**config.mk**
```make
export PLATFORM = sky130hd
export DESIGN_NAME = lsu_rs_flat
export DESIGN_NICKNAME = d
export VERILOG_FILES = /design/src/rtl/lsu_rs_pkg.sv /design/src/rtl/lsu_rs_if.sv /design/src/rtl/lsu_rs_wakeup.sv /design/src/rtl/lsu_rs.sv /design/src/flat_wrapper.sv
export SDC_FILE = /design/constraint.sdc
export NUM_CORES = 1
export LEC_CHECK = 0
export ABC_AREA = 1
export CAP_MARGIN = 30
export CORE_MARGIN = 2
export CORE_UTILIZATION = 50
export CTS_BUF_LIST = sky130_fd_sc_hd__clkbuf_4 sky130_fd_sc_hd__clkbuf_8 sky130_fd_sc_hd__clkbuf_16
export DETAILED_ROUTE_END_ITERATION = 7
export PLACE_DENSITY_LB_ADDON = 0.12
export SLEW_MARGIN = 10
export SYNTH_ARGS = -nofsm -noshare
export SYNTH_HDL_FRONTEND = slang
export SYNTH_SLANG_ARGS = --single-unit
```
**constraint.sdc**
```tcl
create_clock -name clk -period 20.5 [get_ports clk]
set_clock_uncertainty 0.05 [all_clocks]
set_input_delay 4.1 -clock clk [delete_from_list [all_inputs] [get_ports clk]]
set_output_delay 4.1 -clock clk [all_outputs]
set_load 0.02 [all_outputs]
```
**src/rtl/lsu_rs_pkg.sv**
```systemverilog
// Shared types for the LSU reservation station: renamed memory-op packet and sizing constants.
package lsu_rs_pkg;
  localparam int XLEN         = 32;
  localparam int PREG_W       = 6;
  localparam int ROB_TAG_W    = 5;
  localparam int LSU_RS_DEPTH = 8;

  typedef struct packed {
    logic [PREG_W-1:0]    rs1_tag;
    logic [PREG_W-1:0]    rs2_tag;
    logic [PREG_W-1:0]    rd_tag;
    logic                 rd_used;
    logic [XLEN-1:0]      imm;
    logic                 imm_used;
    logic                 is_load;
    logic                 is_store;
    logic [1:0]           ls_size;
    logic                 unsigned_load;
    logic [ROB_TAG_W-1:0] rob_tag;
  } issue_pkt_t;

  // Stores always read rs2 as data even though they carry an immediate offset.
  function automatic logic rs2_needed(input issue_pkt_t p);
    return !p.imm_used || p.is_store;
  endfunction
endpackage

```
**src/rtl/lsu_rs_if.sv**
```systemverilog
// Dispatch / CDB snoop / issue bundle between dispatch, the LSU RS and the LSU functional unit.
interface lsu_rs_if import lsu_rs_pkg::*; #(
  parameter int DEPTH   = LSU_RS_DEPTH,
  parameter int NUM_CDB = 2
);
  logic                             flush_i;
  logic                             dispatch_valid_i;
  logic                             dispatch_ready_o;
  issue_pkt_t                       dispatch_pkt_i;
  logic                             dispatch_rs1_rdy_i;
  logic                             dispatch_rs2_rdy_i;
  logic [NUM_CDB-1:0]               cdb_valid_i;
  logic [NUM_CDB-1:0][PREG_W-1:0]   cdb_tag_i;
  logic                             issue_valid_o;
  logic                             issue_ready_i;
  issue_pkt_t                       issue_pkt_o;
  logic [$clog2(DEPTH):0]           count_o;

  modport master (
    output flush_i, dispatch_valid_i, dispatch_pkt_i, dispatch_rs1_rdy_i, dispatch_rs2_rdy_i,
           cdb_valid_i, cdb_tag_i, issue_ready_i,
    input  dispatch_ready_o, issue_valid_o, issue_pkt_o, count_o
  );
  modport slave (
    input  flush_i, dispatch_valid_i, dispatch_pkt_i, dispatch_rs1_rdy_i, dispatch_rs2_rdy_i,
           cdb_valid_i, cdb_tag_i, issue_ready_i,
    output dispatch_ready_o, issue_valid_o, issue_pkt_o, count_o
  );
endinterface

```
**src/rtl/lsu_rs_wakeup.sv**
```systemverilog
// Combinational tag matcher: one operand tag against every CDB broadcast port.
module lsu_rs_wakeup import lsu_rs_pkg::*; #(
  parameter int NUM_CDB = 2
) (
  input  logic [PREG_W-1:0]               tag,
  input  logic [NUM_CDB-1:0]              cdb_valid,
  input  logic [NUM_CDB-1:0][PREG_W-1:0]  cdb_tag,
  output logic                            match
);
  always_comb begin
    match = 1'b0;
    for (int k = 0; k < NUM_CDB; k++)
      if (cdb_valid[k] && (cdb_tag[k] == tag)) match = 1'b1;
  end
endmodule

```
**src/rtl/lsu_rs.sv**
```systemverilog
// In-order reservation station for memory ops: circular buffer, CDB wakeup, oldest-first issue.
module lsu_rs import lsu_rs_pkg::*; #(
  parameter int DEPTH   = LSU_RS_DEPTH,
  parameter int NUM_CDB = 2
) (
  input  logic   clk,
  input  logic   rst,
  lsu_rs_if.slave io
);
  localparam int PTR_W = $clog2(DEPTH);
  localparam int CNT_W = PTR_W + 1;

  logic [PTR_W-1:0] head_q, tail_q;
  logic [CNT_W-1:0] count_q;
  issue_pkt_t       pkt_q [DEPTH];
  logic [DEPTH-1:0] rs1_rdy_q, rs2_rdy_q;
  logic [DEPTH-1:0] wk1, wk2;
  logic             byp1, byp2;
  logic             disp_fire, iss_fire, head_rdy, not_empty;

  for (genvar i = 0; i < DEPTH; i++) begin : g_ent
    lsu_rs_wakeup #(.NUM_CDB(NUM_CDB)) u_wk1 (
      .tag(pkt_q[i].rs1_tag), .cdb_valid(io.cdb_valid_i), .cdb_tag(io.cdb_tag_i), .match(wk1[i]));
    lsu_rs_wakeup #(.NUM_CDB(NUM_CDB)) u_wk2 (
      .tag(pkt_q[i].rs2_tag), .cdb_valid(io.cdb_valid_i), .cdb_tag(io.cdb_tag_i), .match(wk2[i]));
  end

  // Same-cycle bypass so an op dispatched alongside its producer's broadcast is not missed.
  lsu_rs_wakeup #(.NUM_CDB(NUM_CDB)) u_byp1 (
    .tag(io.dispatch_pkt_i.rs1_tag), .cdb_valid(io.cdb_valid_i), .cdb_tag(io.cdb_tag_i), .match(byp1));
  lsu_rs_wakeup #(.NUM_CDB(NUM_CDB)) u_byp2 (
    .tag(io.dispatch_pkt_i.rs2_tag), .cdb_valid(io.cdb_valid_i), .cdb_tag(io.cdb_tag_i), .match(byp2));

  assign not_empty           = (count_q != '0);
  assign head_rdy            = rs1_rdy_q[head_q] && rs2_rdy_q[head_q];
  assign io.dispatch_ready_o = (count_q < CNT_W'(DEPTH));
  assign io.issue_valid_o    = not_empty && head_rdy;
  assign io.issue_pkt_o      = not_empty ? pkt_q[head_q] : '0;
  assign io.count_o          = count_q;
  assign disp_fire           = io.dispatch_valid_i && io.dispatch_ready_o;
  assign iss_fire            = io.issue_valid_o && io.issue_ready_i;

  // Payload needs no reset: it is masked whenever the station is empty.
  always_ff @(posedge clk) begin
    if (disp_fire && !rst && !io.flush_i) pkt_q[tail_q] <= io.dispatch_pkt_i;
  end

  always_ff @(posedge clk) begin
    if (rst) begin
      head_q    <= '0;
      tail_q    <= '0;
      count_q   <= '0;
      rs1_rdy_q <= '0;
      rs2_rdy_q <= '0;
    end else if (io.flush_i) begin
      head_q  <= '0;
      tail_q  <= '0;
      count_q <= '0;
    end else begin
      rs1_rdy_q <= rs1_rdy_q | wk1;
      rs2_rdy_q <= rs2_rdy_q | wk2;
      if (disp_fire) begin
        rs1_rdy_q[tail_q] <= io.dispatch_rs1_rdy_i || byp1;
        rs2_rdy_q[tail_q] <= io.dispatch_rs2_rdy_i || byp2 || !rs2_needed(io.dispatch_pkt_i);
        tail_q            <= tail_q + PTR_W'(1);
      end
      if (iss_fire) head_q <= head_q + PTR_W'(1);
      case ({disp_fire, iss_fire})
        2'b10:   count_q <= count_q + CNT_W'(1);
        2'b01:   count_q <= count_q - CNT_W'(1);
        default: count_q <= count_q;
      endcase
    end
  end
endmodule

```
**src/flat_wrapper.sv**
```systemverilog
// flat-port wrapper written by rule: the top's interface ports become plain ports
module lsu_rs_flat import lsu_rs_pkg::*;
#(
  parameter int DEPTH   = LSU_RS_DEPTH,
  parameter int NUM_CDB = 2
)
  (clk, rst, io_flush_i, io_dispatch_valid_i, io_dispatch_pkt_i, io_dispatch_rs1_rdy_i, io_dispatch_rs2_rdy_i, io_cdb_valid_i, io_cdb_tag_i, io_issue_ready_i, io_dispatch_ready_o, io_issue_valid_o, io_issue_pkt_o, io_count_o);
  lsu_rs_if #(.DEPTH(DEPTH), .NUM_CDB(NUM_CDB)) io_i ();
  input  logic clk;
  input  logic rst;
  input wire logic [$bits(io_i.flush_i)-1:0] io_flush_i;
  input wire logic [$bits(io_i.dispatch_valid_i)-1:0] io_dispatch_valid_i;
  input wire logic [$bits(io_i.dispatch_pkt_i)-1:0] io_dispatch_pkt_i;
  input wire logic [$bits(io_i.dispatch_rs1_rdy_i)-1:0] io_dispatch_rs1_rdy_i;
  input wire logic [$bits(io_i.dispatch_rs2_rdy_i)-1:0] io_dispatch_rs2_rdy_i;
  input wire logic [$bits(io_i.cdb_valid_i)-1:0] io_cdb_valid_i;
  input wire logic [$bits(io_i.cdb_tag_i)-1:0] io_cdb_tag_i;
  input wire logic [$bits(io_i.issue_ready_i)-1:0] io_issue_ready_i;
  output wire logic [$bits(io_i.dispatch_ready_o)-1:0] io_dispatch_ready_o;
  output wire logic [$bits(io_i.issue_valid_o)-1:0] io_issue_valid_o;
  output wire logic [$bits(io_i.issue_pkt_o)-1:0] io_issue_pkt_o;
  output wire logic [$bits(io_i.count_o)-1:0] io_count_o;
  assign io_i.flush_i = io_flush_i;
  assign io_i.dispatch_valid_i = io_dispatch_valid_i;
  assign io_i.dispatch_pkt_i = io_dispatch_pkt_i;
  assign io_i.dispatch_rs1_rdy_i = io_dispatch_rs1_rdy_i;
  assign io_i.dispatch_rs2_rdy_i = io_dispatch_rs2_rdy_i;
  assign io_i.cdb_valid_i = io_cdb_valid_i;
  assign io_i.cdb_tag_i = io_cdb_tag_i;
  assign io_i.issue_ready_i = io_issue_ready_i;
  assign io_dispatch_ready_o = io_i.dispatch_ready_o;
  assign io_issue_valid_o = io_i.issue_valid_o;
  assign io_issue_pkt_o = io_i.issue_pkt_o;
  assign io_count_o = io_i.count_o;
  lsu_rs #(.DEPTH(DEPTH), .NUM_CDB(NUM_CDB)) u_core (.clk(clk), .rst(rst), .io(io_i));
endmodule
```
==> metrics.md <==
| Metric | Value |
|---|---|
| Via/cell ratio | between 5 and 6 |
| Final ANT Viol Nets | 0 |
| H-Tree Depth | 2 |
| RSZ-0062 raised after global routing | no |
| CTS tree | done |
| Clock sinks | between 500 and 600 |
| CP max FO | 83 |
| Pre-CTS WS | between 10 and 15 ns |
| EDFF count, synth | 496 |
| Startpoint types | flop |
| Mapped Nets | 2461 |
| DR iter-0 viols | 2262 |
| Clk slew on worst S/H paths | ~0.06 ns |
| Share of layout cells above drive strength 1 | 6.245% |
| Finished Core Util | 58.53% |
| Share of the synthesized area in the top cell type | just over 60% |
| Cells after DPL | between 3k and 4k |
| Period utilization | between 40% and 50% |
| Die Ht | about 220 um |
| Crit. End Element | output pin |
| Post-Syn Instances | ~2.4k |
| Final Net Count | ~2.6k |
| Post-synthesis cell area | about 24000 um2 |
| Reg2Reg Capture Point | u_core.io.count_o[3] |
| Cts repair resizes | 0 |
| Final Hold Fails | 0 |
| Sequential area share after synthesis | roughly 65% |
| Synth Flop Type | edfxtp_1 |
| Synth cell types | 32 |
| Mapped Avg Cell Area | 10.09 um2 |
| Core Area | roughly 47000 um2 |
| Worst hold start | u_core.tail_q[0] |
| Hold slack | between 0.4 and 0.5 ns |
| CTS buffer count | 54 |
| Slew of the pin with the lowest slew margin | 1.004 ns |
| First-pass GRT wire length | 101900 um |
| Inserted Diodes | 0 |
| DR pass1 iterations | 6 |
| Antenna violations before repair | 2 |
| Most Crowded Layer GR | met2 |
| Setup ws final | 11.99 ns |
| Met1 GRT Util | a little over a third |
| Hold Crit Depth | 2 |
| Vias in the first global route | approximately 18k |
| Post-DR wirelength/cell | around 22 um |
| Die ar. | ~50000 um2 |
| GRT overflow | 0 |
| DRC | 0 |
| Seq cells post-synth | 525 |
| Worst min path class | reg2reg |
| Worst reg2reg setup slack | between 15 and 20 ns |
| DIE WIDTH | 222.7 um |
| Max Transition Viols Final | 0 |
| DPL Wire Length | roughly 37000 um |
| GR met3 Demand/Resource | 5.594% |
| Worst EP required | ~16 ns |
| Worst Path Class, Setup | reg2out |
| Ys Warns | 0 |
| Max Buffers Root-to-Sink | 3 |
| GR Util met2 | between 40% and 50% |
| Row count | 80 |
| Worst skew pair latency | roughly 0.60 ns |
| Crit path DAT | 4.36 ns |
| WL final | between 60000 and 70000 um |
| Status | finished clean |
| Initial core utilization | about half |
| Area leader, netlist | edfxtp_1 |
| Async SR Flop Fraction | 0% |
| Min-Delay Endpoint | u_core.tail_q[0] |
| Setup Buffers After CTS | 0 |
| Reg2Reg Depth | 14 |
| CTS root buffer | clkbuf_16 |
| Reg2reg start | u_core.io.count_o[1] |
| Port bufs | 150 |
| Peak supply drop | ~0.065 mV |
| Pwr Density | about 84 nW/um2 |
| FILL cells | approximately 3.9k |
| Vias | about 18k |
| Number of hold buffers added after cts | 0 |
| TNS Setup | 0 ns |
| Top-count cell post-synth | edfxtp_1 |
| Multi-input combinational cell area | 7306 um2 |
| Max Cap Viol | 0 |
| Register Area | ~15000 um2 |
| F_max | around 120 MHz |
| P&R area growth vs syn | 16.08% |
| Post-layout min period | around 8.5 ns |
| Leakage power | between 10 and 15 nW |
| Fin cells | about 3.1k |
| Io pins | between 150 and 200 |
| RD Place Congestion | approximately 0.93 |
| GRT Total Usage | 26.79% |
| Slew Limit Headroom | about a third |
| Largest net degree at the start of global routing | roughly 140 |
| # setup viols final | 0 |
| Synth area leaders | edfxtp_1 62%, o21ai_0 6.7%, nand2_1 6.3% |
| Most frequent cells after synthesis | 496 x edfxtp_1, 403 x nand2_1, 400 x nor2_1, 319 x o21ai_0, 133 x inv_1 |
[cells in the final DEF (no fill, tap or decap), types with 25 or more instances in the layout]
| master | n |
|---|---|
| a21oi_1 | 86 |
| a31oi_1 | 62 |
| buf_4 | 28 |
| clkbuf_16 | 56 |
| clkdlybuf4s50_1 | 150 |
| dfxtp_1 | 27 |
| edfxtp_1 | 496 |
| inv_1 | 131 |
| nand2_1 | 403 |
| nand3_1 | 74 |
| nand4_1 | 25 |
| nor2_1 | 394 |
| o21ai_0 | 319 |
| o21ai_1 | 40 |
| o22ai_1 | 56 |
[routing by layer]
metal	wire, um	vias to the layer above
met1	27790	8842
met2	31280	886
met3	6212	151
li1	-	8487
met4	2115	4
met5	27	-
[kinds of logic after synthesis]
kind of cell | count (synthesis) | share of synthesized area, %
simple gates | 946 | 15.85
compound gates | 585 | 13.09
flops | 525 | 64.68
buf+inv | 282 | 5.010
xor+xnor | 28 | 1.025
fa+ha+maj | 6 | 0.3452
[stage by stage]
step,instance area (um2),power [mW]
2_1_floorplan,23920,1.269
3_3_place_gp,25790,1.337
3_5_place_dp,25860,1.340
4_1_cts,27680,2.331
5_1_grt,27770,2.389
6_report,27770,2.319
[state kept, by name, summed over array words and instances (netlist names), named ones only]
name and cells:
u_core.pkt_q 496, u_core.io.count_o 4, u_core.rs1_rdy_q 8, u_core.tail_q 3, u_core.head_q 3, u_core.rs2_rdy_q 8
[worst max path at each step]
stage | endpoint | start | slack, ns | cells after the start
after global placement | io_issue_pkt_o[12] | flop | 12.28 | 7
after CTS | io_issue_pkt_o[31] | flop | 11.54 | 7
after floorplan | u_core.pkt_q[1][0] | io_dispatch_valid_i | 11.19 | 4
after detailed placement | io_issue_pkt_o[31] | flop | 12.21 | 7
after global routing | io_issue_pkt_o[31] | flop | 11.63 | 7
final | io_issue_pkt_o[34] | flop | 11.99 | 7
[critical path, stage by stage, from the launching register on]
cell,delay (ns)
dfxtp_4,0.87
buf_4,0.55
buf_4,0.76
o21ai_0,0.22
o22ai_1,0.20
o21ai_0,0.09
a31oi_1,0.31
clkdlybuf4s50_1,0.67
[layout make-up]
cell class	instances	share of cell area, %
Clock inverter	30	1.135
Clock buffer	70	5.425
Tap cell	615	2.771
Multi-Input combinational cell	1565	26.31
Sequential cell	525	55.75
Timing Repair Buffer	185	6.695
Inverter	139	1.915
[report_power, final]
group          leakage, nW  switching [mW]  internal (mW)  total, mW
logic                 4.41          0.0905         0.0481      0.139
clock network        0.898           0.405          0.593      0.999
registers             4.70         0.00272           1.18       1.18
Power figures use the tool's default switching activity.
